### config.mk
export PLATFORM = sky130hd
export DESIGN_NAME = stage2_frame_sched_flat
export DESIGN_NICKNAME = d
export VERILOG_FILES = /design/src/rtl/stage2_frame_sched_if.sv /design/src/rtl/stage2_frame_sched.sv /design/src/flat_wrapper.sv
export SDC_FILE = /design/constraint.sdc
export NUM_CORES = 1
export LEC_CHECK = 0
export CORE_MARGIN = 1.5
export CORE_UTILIZATION = 30
export DETAILED_ROUTE_END_ITERATION = 7
export DONT_BUFFER_PORTS = 1
export PLACE_DENSITY = 0.42
export SETUP_SLACK_MARGIN = 0.02
export SYNTH_ARGS = -nofsm -noshare
export SYNTH_HDL_FRONTEND = slang
export SYNTH_SLANG_ARGS = --single-unit
### constraint.sdc
create_clock -name clk -period 2.2 [get_ports clk]
set_input_delay 0.33 -clock clk [delete_from_list [all_inputs] [get_ports clk]]
set_output_delay 0.33 -clock clk [all_outputs]
set_load 0.03 [all_outputs]
### src/rtl/stage2_frame_sched_if.sv
// Bus bundle between the frame sequencer, the feature-map RAM read port and
// the stage-2 CNN core.
//   rd_en / rd_addr   : RAM read strobe and raster address (sequencer -> RAM)
//   rd_data           : RAM read data, valid RD_LAT cycles after rd_en (RAM -> sequencer)
//   core_reset_n      : core counter re-align, low for one cycle per frame start
//   core_valid        : core input valid
//   core_fmap         : core input feature word (RAM data passed straight through)
//   core_ot_valid     : core output valid (core -> sequencer)
// master = sequencer side, slave = RAM/core side.
interface stage2_frame_sched_if #(
  parameter int CI  = 3,
  parameter int IBW = 20,
  parameter int AW  = 8
);
  logic              rd_en;
  logic [AW-1:0]     rd_addr;
  logic [CI*IBW-1:0] rd_data;
  logic              core_reset_n;
  logic              core_valid;
  logic [CI*IBW-1:0] core_fmap;
  logic              core_ot_valid;

  modport master (
    output rd_en, rd_addr, core_reset_n, core_valid, core_fmap,
    input  rd_data, core_ot_valid
  );

  modport slave (
    input  rd_en, rd_addr, core_reset_n, core_valid, core_fmap,
    output rd_data, core_ot_valid
  );
endinterface

### src/rtl/stage2_frame_sched.sv
// Frame-level sequencer feeding stage2_cnn_core. Reads one pooled ROW x COL
// frame from the feature-map RAM in raster order, forwards it to the core,
// re-aligns the core at frame start, counts core outputs and reports frame
// completion and errors.
// Ports:
//   clk, reset   : clock, synchronous active-high reset
//   i_start      : start one frame (taken only in IDLE)
//   i_hold       : pause pixel issue this cycle
//   o_busy       : high while streaming or draining
//   o_done       : one-cycle pulse at end of frame (normal or timeout)
//   o_err        : sticky drain-timeout / output-overflow flag, cleared on start
//   o_out_cnt    : core outputs seen in the current frame (saturates at N_OUT)
//   io_bus       : RAM read port and core interface (master side)
//
// state  | meaning
// -------+---------------------------------------------------------
// IDLE   | waiting for i_start
// STREAM | issuing one RAM read per non-held cycle, raster order
// DRAIN  | no reads; waiting for all core outputs or the timeout
// DONE   | one-cycle done pulse, back to IDLE
module stage2_frame_sched #(
  parameter int COL       = 12,
  parameter int ROW       = 12,
  parameter int KX        = 5,
  parameter int KY        = 5,
  parameter int CI        = 3,
  parameter int IBW       = 20,
  parameter int RD_LAT    = 1,
  parameter int DRAIN_MAX = 16,
  parameter int AW        = $clog2(ROW*COL)
) (
  input  logic                 clk,
  input  logic                 reset,
  input  logic                 i_start,
  input  logic                 i_hold,
  output logic                 o_busy,
  output logic                 o_done,
  output logic                 o_err,
  output logic [6:0]           o_out_cnt,
  stage2_frame_sched_if.master io_bus
);

  localparam int N_PIX = ROW * COL;
  localparam int N_OUT = (ROW - KY + 1) * (COL - KX + 1);
  localparam int DW    = $clog2(DRAIN_MAX + 1);

  typedef enum logic [1:0] {
    S_IDLE   = 2'd0,
    S_STREAM = 2'd1,
    S_DRAIN  = 2'd2,
    S_DONE   = 2'd3
  } state_t;

  state_t            r_state;
  state_t            w_next;
  logic [AW-1:0]     r_pix;
  logic [RD_LAT-1:0] r_pipe;
  logic [6:0]        r_out_cnt;
  logic              r_err;
  logic [DW-1:0]     r_drain_cnt;

  logic w_start;
  logic w_rd_en;
  logic w_pipe_empty;
  logic w_last_pix;
  logic w_cnt_full;
  logic w_timeout;

  assign w_start      = (r_state == S_IDLE) && i_start;
  // Reset gates the strobe so an aborted frame issues nothing in the reset cycle.
  assign w_rd_en      = (r_state == S_STREAM) && !i_hold && !reset;
  assign w_pipe_empty = (r_pipe == '0);
  assign w_last_pix   = (r_pix == AW'(N_PIX - 1));
  assign w_cnt_full   = (r_out_cnt == 7'(N_OUT));

  always_comb begin
    w_next    = r_state;
    w_timeout = 1'b0;
    case (r_state)
      S_IDLE: begin
        if (i_start) w_next = S_STREAM;
      end
      S_STREAM: begin
        if (!i_hold && w_last_pix) w_next = S_DRAIN;
      end
      S_DRAIN: begin
        // A complete frame wins over a timeout landing in the same cycle.
        if (w_cnt_full && w_pipe_empty) begin
          w_next = S_DONE;
        end else if (r_drain_cnt == DW'(1)) begin
          w_next    = S_DONE;
          w_timeout = 1'b1;
        end
      end
      S_DONE: begin
        w_next = S_IDLE;
      end
      default: begin
        w_next = S_IDLE;
      end
    endcase
  end

  always_ff @(posedge clk) begin
    if (reset) begin
      r_state     <= S_IDLE;
      r_pix       <= '0;
      r_pipe      <= '0;
      r_out_cnt   <= '0;
      r_err       <= 1'b0;
      r_drain_cnt <= '0;
    end else begin
      r_state <= w_next;

      // Read-latency pipe shifts every cycle so data in flight still lands under hold.
      r_pipe[0] <= w_rd_en;
      for (int i = 1; i < RD_LAT; i++) begin
        r_pipe[i] <= r_pipe[i-1];
      end

      if (w_start) begin
        r_pix     <= '0;
        r_out_cnt <= '0;
        r_err     <= 1'b0;
      end else begin
        if (w_rd_en) r_pix <= r_pix + 1'b1;
        if (io_bus.core_ot_valid && (r_state != S_IDLE)) begin
          if (w_cnt_full) r_err <= 1'b1;
          else            r_out_cnt <= r_out_cnt + 1'b1;
        end
        if (w_timeout) r_err <= 1'b1;
      end

      // Drain timer: loaded on entry, terminal count at 1 bounds DRAIN to DRAIN_MAX cycles.
      if ((r_state == S_STREAM) && (w_next == S_DRAIN)) begin
        r_drain_cnt <= DW'(DRAIN_MAX);
      end else if (r_state == S_DRAIN) begin
        r_drain_cnt <= r_drain_cnt - 1'b1;
      end
    end
  end

  assign io_bus.rd_en        = w_rd_en;
  assign io_bus.rd_addr      = r_pix;
  assign io_bus.core_reset_n = !(reset || w_start);
  assign io_bus.core_valid   = r_pipe[RD_LAT-1];
  assign io_bus.core_fmap    = io_bus.rd_data;

  assign o_busy    = (r_state == S_STREAM) || (r_state == S_DRAIN);
  assign o_done    = (r_state == S_DONE);
  assign o_err     = r_err;
  assign o_out_cnt = r_out_cnt;

endmodule

### src/flat_wrapper.sv
// flat-port wrapper written by rule: the top's interface ports become plain ports
module stage2_frame_sched_flat 
#(
  parameter int COL       = 12,
  parameter int ROW       = 12,
  parameter int KX        = 5,
  parameter int KY        = 5,
  parameter int CI        = 3,
  parameter int IBW       = 20,
  parameter int RD_LAT    = 1,
  parameter int DRAIN_MAX = 16,
  parameter int AW        = $clog2(ROW*COL)
)
  (clk, reset, i_start, i_hold, o_busy, o_done, o_err, o_out_cnt, io_bus_rd_en, io_bus_rd_addr, io_bus_core_reset_n, io_bus_core_valid, io_bus_core_fmap, io_bus_rd_data, io_bus_core_ot_valid);
  stage2_frame_sched_if #(.CI(CI), .IBW(IBW), .AW(AW)) io_bus_i ();
  input  logic clk;
  input  logic reset;
  input  logic i_start;
  input  logic i_hold;
  output logic o_busy;
  output logic o_done;
  output logic o_err;
  output logic [6:0] o_out_cnt;
  output wire logic [$bits(io_bus_i.rd_en)-1:0] io_bus_rd_en;
  output wire logic [$bits(io_bus_i.rd_addr)-1:0] io_bus_rd_addr;
  output wire logic [$bits(io_bus_i.core_reset_n)-1:0] io_bus_core_reset_n;
  output wire logic [$bits(io_bus_i.core_valid)-1:0] io_bus_core_valid;
  output wire logic [$bits(io_bus_i.core_fmap)-1:0] io_bus_core_fmap;
  input wire logic [$bits(io_bus_i.rd_data)-1:0] io_bus_rd_data;
  input wire logic [$bits(io_bus_i.core_ot_valid)-1:0] io_bus_core_ot_valid;
  assign io_bus_rd_en = io_bus_i.rd_en;
  assign io_bus_rd_addr = io_bus_i.rd_addr;
  assign io_bus_core_reset_n = io_bus_i.core_reset_n;
  assign io_bus_core_valid = io_bus_i.core_valid;
  assign io_bus_core_fmap = io_bus_i.core_fmap;
  assign io_bus_i.rd_data = io_bus_rd_data;
  assign io_bus_i.core_ot_valid = io_bus_core_ot_valid;
  stage2_frame_sched #(.COL(COL), .ROW(ROW), .KX(KX), .KY(KY), .CI(CI), .IBW(IBW), .RD_LAT(RD_LAT), .DRAIN_MAX(DRAIN_MAX), .AW(AW)) u_core (.clk(clk), .reset(reset), .i_start(i_start), .i_hold(i_hold), .o_busy(o_busy), .o_done(o_done), .o_err(o_err), .o_out_cnt(o_out_cnt), .io_bus(io_bus_i));
endmodule
-- Yosys cells after proc, flatten, opt, wreduce, memory -nomap -nowiden
Cells that the tools add are included.
- flip-flop bits (word level): 24
- bits of input ports: 65
- output and inout port bits: 81
- word-level logic and storage cells: 53
- $add $sub $neg: 3
- eq/ne operators: 7
- muxes and demuxes: 13
- bitwise gates (word level): 2
- reduce and logical (&&, ||, !) cells: 21
- operator list (kind ; count):
    5-bit two-way mux ; 2
    8-bit by 1-bit adder with 8-bit output, second input constant ; 1
    8-bit equality test, second input constant ; 1
    2-bit two-way mux ; 4
    2-bit case mux with 4 select lines ; 1
    2-bit nonzero test ; 4
    7-bit by 1-bit adder with 7-bit output, second input constant ; 1
    7-bit equality test, second input constant ; 1
    1-bit logical AND ; 7
    2-bit equality test, second input constant ; 3
    1-bit two-way mux ; 6
    5-bit by 1-bit equality test with 1-bit output, second input constant ; 1
    5-bit by 1-bit subtractor with 5-bit output, second input constant ; 1
    2-bit AND reduction ; 2
    2-bit OR reduction ; 2
    1-bit logical NOT ; 3
    2-bit by 1-bit equality test with 1-bit output, second input constant ; 1
    2-bit logical NOT ; 1
    1-bit logical OR ; 2
    1-bit inverter ; 2

-- Longest topological paths before layout
- depth after elaboration: 7
- mapped depth: 7
- mapped depth without buffers: 6

-- Worst setup path before layout
OpenSTA, ideal clock, no wires.
- path kind: register -> output
- start point: register u_core.r_state[0]
- end point: output io_bus_core_reset_n
- data arrival time: 1628 ps
- data required time: 1870 ps
- setup slack: 242 ps
- cell stages (with the launch flop): 8
- buffers on the path: 3
- cells stage by stage: dfxtp_1 > inv_1 > ha_1 > clkbuf_1 > a21o_1 > clkbuf_1 > clkbuf_1 > inv_1
- longest elaborated chain between the ends: 4
- RTL lines (what ; RTL line ; RTL):
    from (decl) ; stage2_frame_sched.sv:54 ; state_t r_state;
    from (signal assigned) ; stage2_frame_sched.sv:113 ; r_state <= w_next;
    2-bit logical NOT ; stage2_frame_sched.sv:69 ; assign w_start = (r_state == S_IDLE) && i_start;
    1-bit logical AND ; stage2_frame_sched.sv:69 ;
    1-bit logical OR ; stage2_frame_sched.sv:145 ; assign io_bus.core_reset_n = !(reset || w_start);
    1-bit logical NOT ; stage2_frame_sched.sv:145 ;
    to (decl) ; flat_wrapper.sv:26 ; output wire logic [$bits(io_bus_i.core_reset_n)-1:0] io_bus_core_reset_n;
Every way passes these cells.

-- Worst setup path in the final report
Ends and elaborated chain as after synthesis.

==> summary.txt <==
STA
  – Slew Viols, Final: 0
  – Final period utilization: 86.7%
  – Final worst setup slack: 0.293 ns
  – Min Clock Period, post-route: 1.91 ns
  – Total negative slack: 0 ns
  – Max-Slew Margin vs Limit: 71.0%
  – Max Freq: 0.524 GHz
  – Unrepaired setup endpoints after global routing: false
  – Slew @ Worst Pin: 0.432 ns
  – Final Skew: 0.00175 ns
  – Hold Fails Final Rpt: 0
  – Setup Viol. Count Final: 0

Floorplan
  – Core Box Area: 0.00547 mm²
  – Overall die width: 77.9 µm
  – Row Count: 27
  – Total die area: 0.00607 mm²
  – Starting density of the core: 30.8%
  – IO Pins: 146
  – Die Ht: 77.9 µm

GRT
  – Pin count of the biggest net entering global routing: 17
  – GRT overflow: 0
  – Initial antenna violation count: 0
  – GRT Resource Usage Total: 12.0%
  – Vias in the first global route: 1169
  – First-pass GRT wire length: 5780 µm

Final layout
  – Share of cells above drive strength 1: 16.8%
  – FILL cells: 619
  – Final core area utilization: 27.4%
  – FF+latch area: 480 µm²
  – Multi-input gate area: 703 µm²
  – # diodes: 0
  – Commonest cells after routing, fill and taps aside: dfxtp_1 (24), buf_4 (19), nor2_1 (16)
  – Area Growth Syn to Fin: -10.8%
  – Most common cell after layout, fill and taps aside: dfxtp_1
  – Design area: 0.00150 mm²
  – Layout Cells excl Fill: 227
  – Final Net Count: 230

Logic synthesis
  – Post-Synth Simple-Gate Area: 17.7%
  – Count of flip-flops with a built-in enable after synthesis: 0
  – Mapped cell area: 0.00168 mm²
  – Mux contribution to synthesized area: 1.19%
  – Adder-cell share of the synthesized area: 6.69%
  – Flops & latches, synth: 24
  – Post-synthesis sequential area ratio: 28.5%
  – Complex-gate fraction of the synthesized area: 8.92%
  – Largest family of logic cells by synthesized area: buffers and inverters
  – Synthesized netlist net count: 271
  – Synth cell types: 37
  – Ys flop type: dfxtp_1
  – Post-Syn Area per Cell: 8.55 µm²
  – Synth Warn #: 0
  – Post-synthesis cell count: 197
  – Ys async rst share: 0%
  – Synth Area in XOR/XNOR: 7.28%

Setup path
  – CP peak stage delay: 0.44 ns
  – CP arrival: 1.58 ns
  – R2R Path End: u_core.o_out_cnt[5]
  – R2R depth: 5
  – Flop-to-flop setup slack: 0.30 ns
  – CP Cell Sequence: inv_1 -> ha_1 -> a21o_1 -> inv_1
  – Slowest CP cell: dfxtp_1
  – Sum of buffers and inverters on the critical path: 2
  – Req. time, crit path: 1.87 ns
  – Worst setup SP type: register
  – R2R Path Start: u_core.r_state[0]
  – CP Class: register to output port
  – Crit-path max FO: 9
  – Critical Path End Type: output port
  – CP top delay family: flip-flops
  – Worst path most repeated cell: inv_1

CTS
  – H-tree Lvls: 1
  – Clock root cell: clkbuf_8
  – TritonCTS clock tree: done
  – Clk sink count: 24
  – # hold bufs at CTS: 0
  – CTS resizes: 0
  – # Post-CTS Setup Buffers: 0
  – Clock buffer depth: 2
  – Clk pin slew, worst setup/hold paths: 0.08 ns
  – Total CTS buffers: 3
  – Latest clock arrival within the worst-skew pair: 0.27 ns

Worst hold path
  – Hold depth: 1
  – HP Class: primary input to register
  – Hold_sp: reset
  – Min-Delay Endpoint: u_core.r_state[1]

Drt
  – Wire per inst: 15.9 µm
  – Total Wirelength: 3610 µm
  – Antenna Nets Post-Route: 0
  – Pre-antenna DRT Iters: 4
  – Drt drc: 0
  – Detailed Route Iter0 Violations: 46
  – Vias per cell: 4.85
  – DR vias: 1102

Placement
  – Port-buffer cells: 0
  – Placement Setup Slack: 0.316 ns
  – Gpl congestion: 0.731
  – Placed insts: 223
  – Placement Cell Area: 0.00145 mm²
  – DP Wirelength: 2920 µm

Power
  – Pwr dens: 558 mW/mm²
  – Max IR drop VDD: 0.000267 V
  – Lkg Pwr: 0.568 nW

Flow run
  – Max Cap Violations: 0

Run status
  – Status: completed
-- worst max path at each step --
stage                      startpoint                   to  slack, ns  cells after the start
floorplan           u_core.r_state[0]  io_bus_core_reset_n       0.24                      7
global placement    u_core.r_state[0]  u_core.o_out_cnt[5]       0.39                      5
detailed placement  u_core.r_state[0]  u_core.o_out_cnt[5]       0.32                      5
CTS                 u_core.r_state[0]  io_bus_core_reset_n       0.28                      4
global route        u_core.r_state[0]  u_core.o_out_cnt[5]       0.18                      5
finish              u_core.r_state[0]  io_bus_core_reset_n       0.29                      4
-- power by group --
| part | switching [W] | internal (W) | total (W) |
|---|---|---|---|
| sequential | 0.00000692 | 0.000439 | 0.000446 |
| clock | 0.000143 | 0.000160 | 0.000303 |
| combinational | 0.0000575 | 0.0000325 | 0.0000900 |
-- cells by family (layout without fill, tap and decap cells) --
family,count (synthesis),after routing
and+or+nand+nor,53,53
buffers and inverters,73,31
AOI/OAI and AO/OA,22,22
muxes,2,2
DFF,24,24
xor gates and xnor gates,14,14
adders and majority gates,9,9
-- state kept, by name, indices dropped and copies added, names as in the netlist --
| register | flops |
|---|---|
| u_core.o_err | 1 |
| u_core.io_bus.core_valid | 1 |
| u_core.o_out_cnt | 7 |
| u_core.r_drain_cnt | 5 |
| u_core.r_state | 2 |
| u_core.io_bus.rd_addr | 8 |
-- worst reg2reg max path: stages, from the launching register on --
cell     delay (ns)
dfxtp_1        0.44
inv_1          0.10
ha_1           0.31
a311o_1        0.37
or4_1          0.48
a21oi_1        0.14
-- cell usage after synthesis, types with 4 or more instances --
cell | count | area share [%]
dfxtp_1 | 24 | 29
a211oi_1 | 4 | 1.8
xor2_1 | 10 | 5.2
buf_4 | 60 | 27
inv_1 | 8 | 1.8
clkbuf_1 | 4 | 0.89
nand4_1 | 6 | 2.2
a21oi_1 | 5 | 1.5
and3_1 | 4 | 1.5
o21ai_0 | 5 | 1.5
nor2_1 | 16 | 3.6
xnor2_1 | 4 | 2.1
nand2_1 | 8 | 1.8
ha_1 | 9 | 6.7
-- through the flow --
step / total power [W] / hold WS, ns
finish: 0.000838 / 0.122
global route: 0.000875 / 0.113
CTS: 0.000852 / 0.115
detailed placement: 0.000547 / 0.409
global placement: 0.000545 / 0.407
floorplan: 0.000729 / 0.406
-- final cells by class --
type                    count  share of cell area (%)
clock buffers               4                    3.67
well taps                  72                    6.00
repair buffers             19                    9.50
multi-input cells         100                    46.8
inverters                   8                    2.00
flip-flops and latches     24                    32.0
-- layer usage --
metal | wire, µm | global-route usage, % | vias to the layer above
li1 | - | - | 521
met4 | 203 | 8.75 | 0
met3 | 420 | 5.76 | 23
met2 | 1680 | 19.5 | 65
met5 | 0 | 0 | -
met1 | 1310 | 11.8 | 493
(Power assumes the default switching activity.)
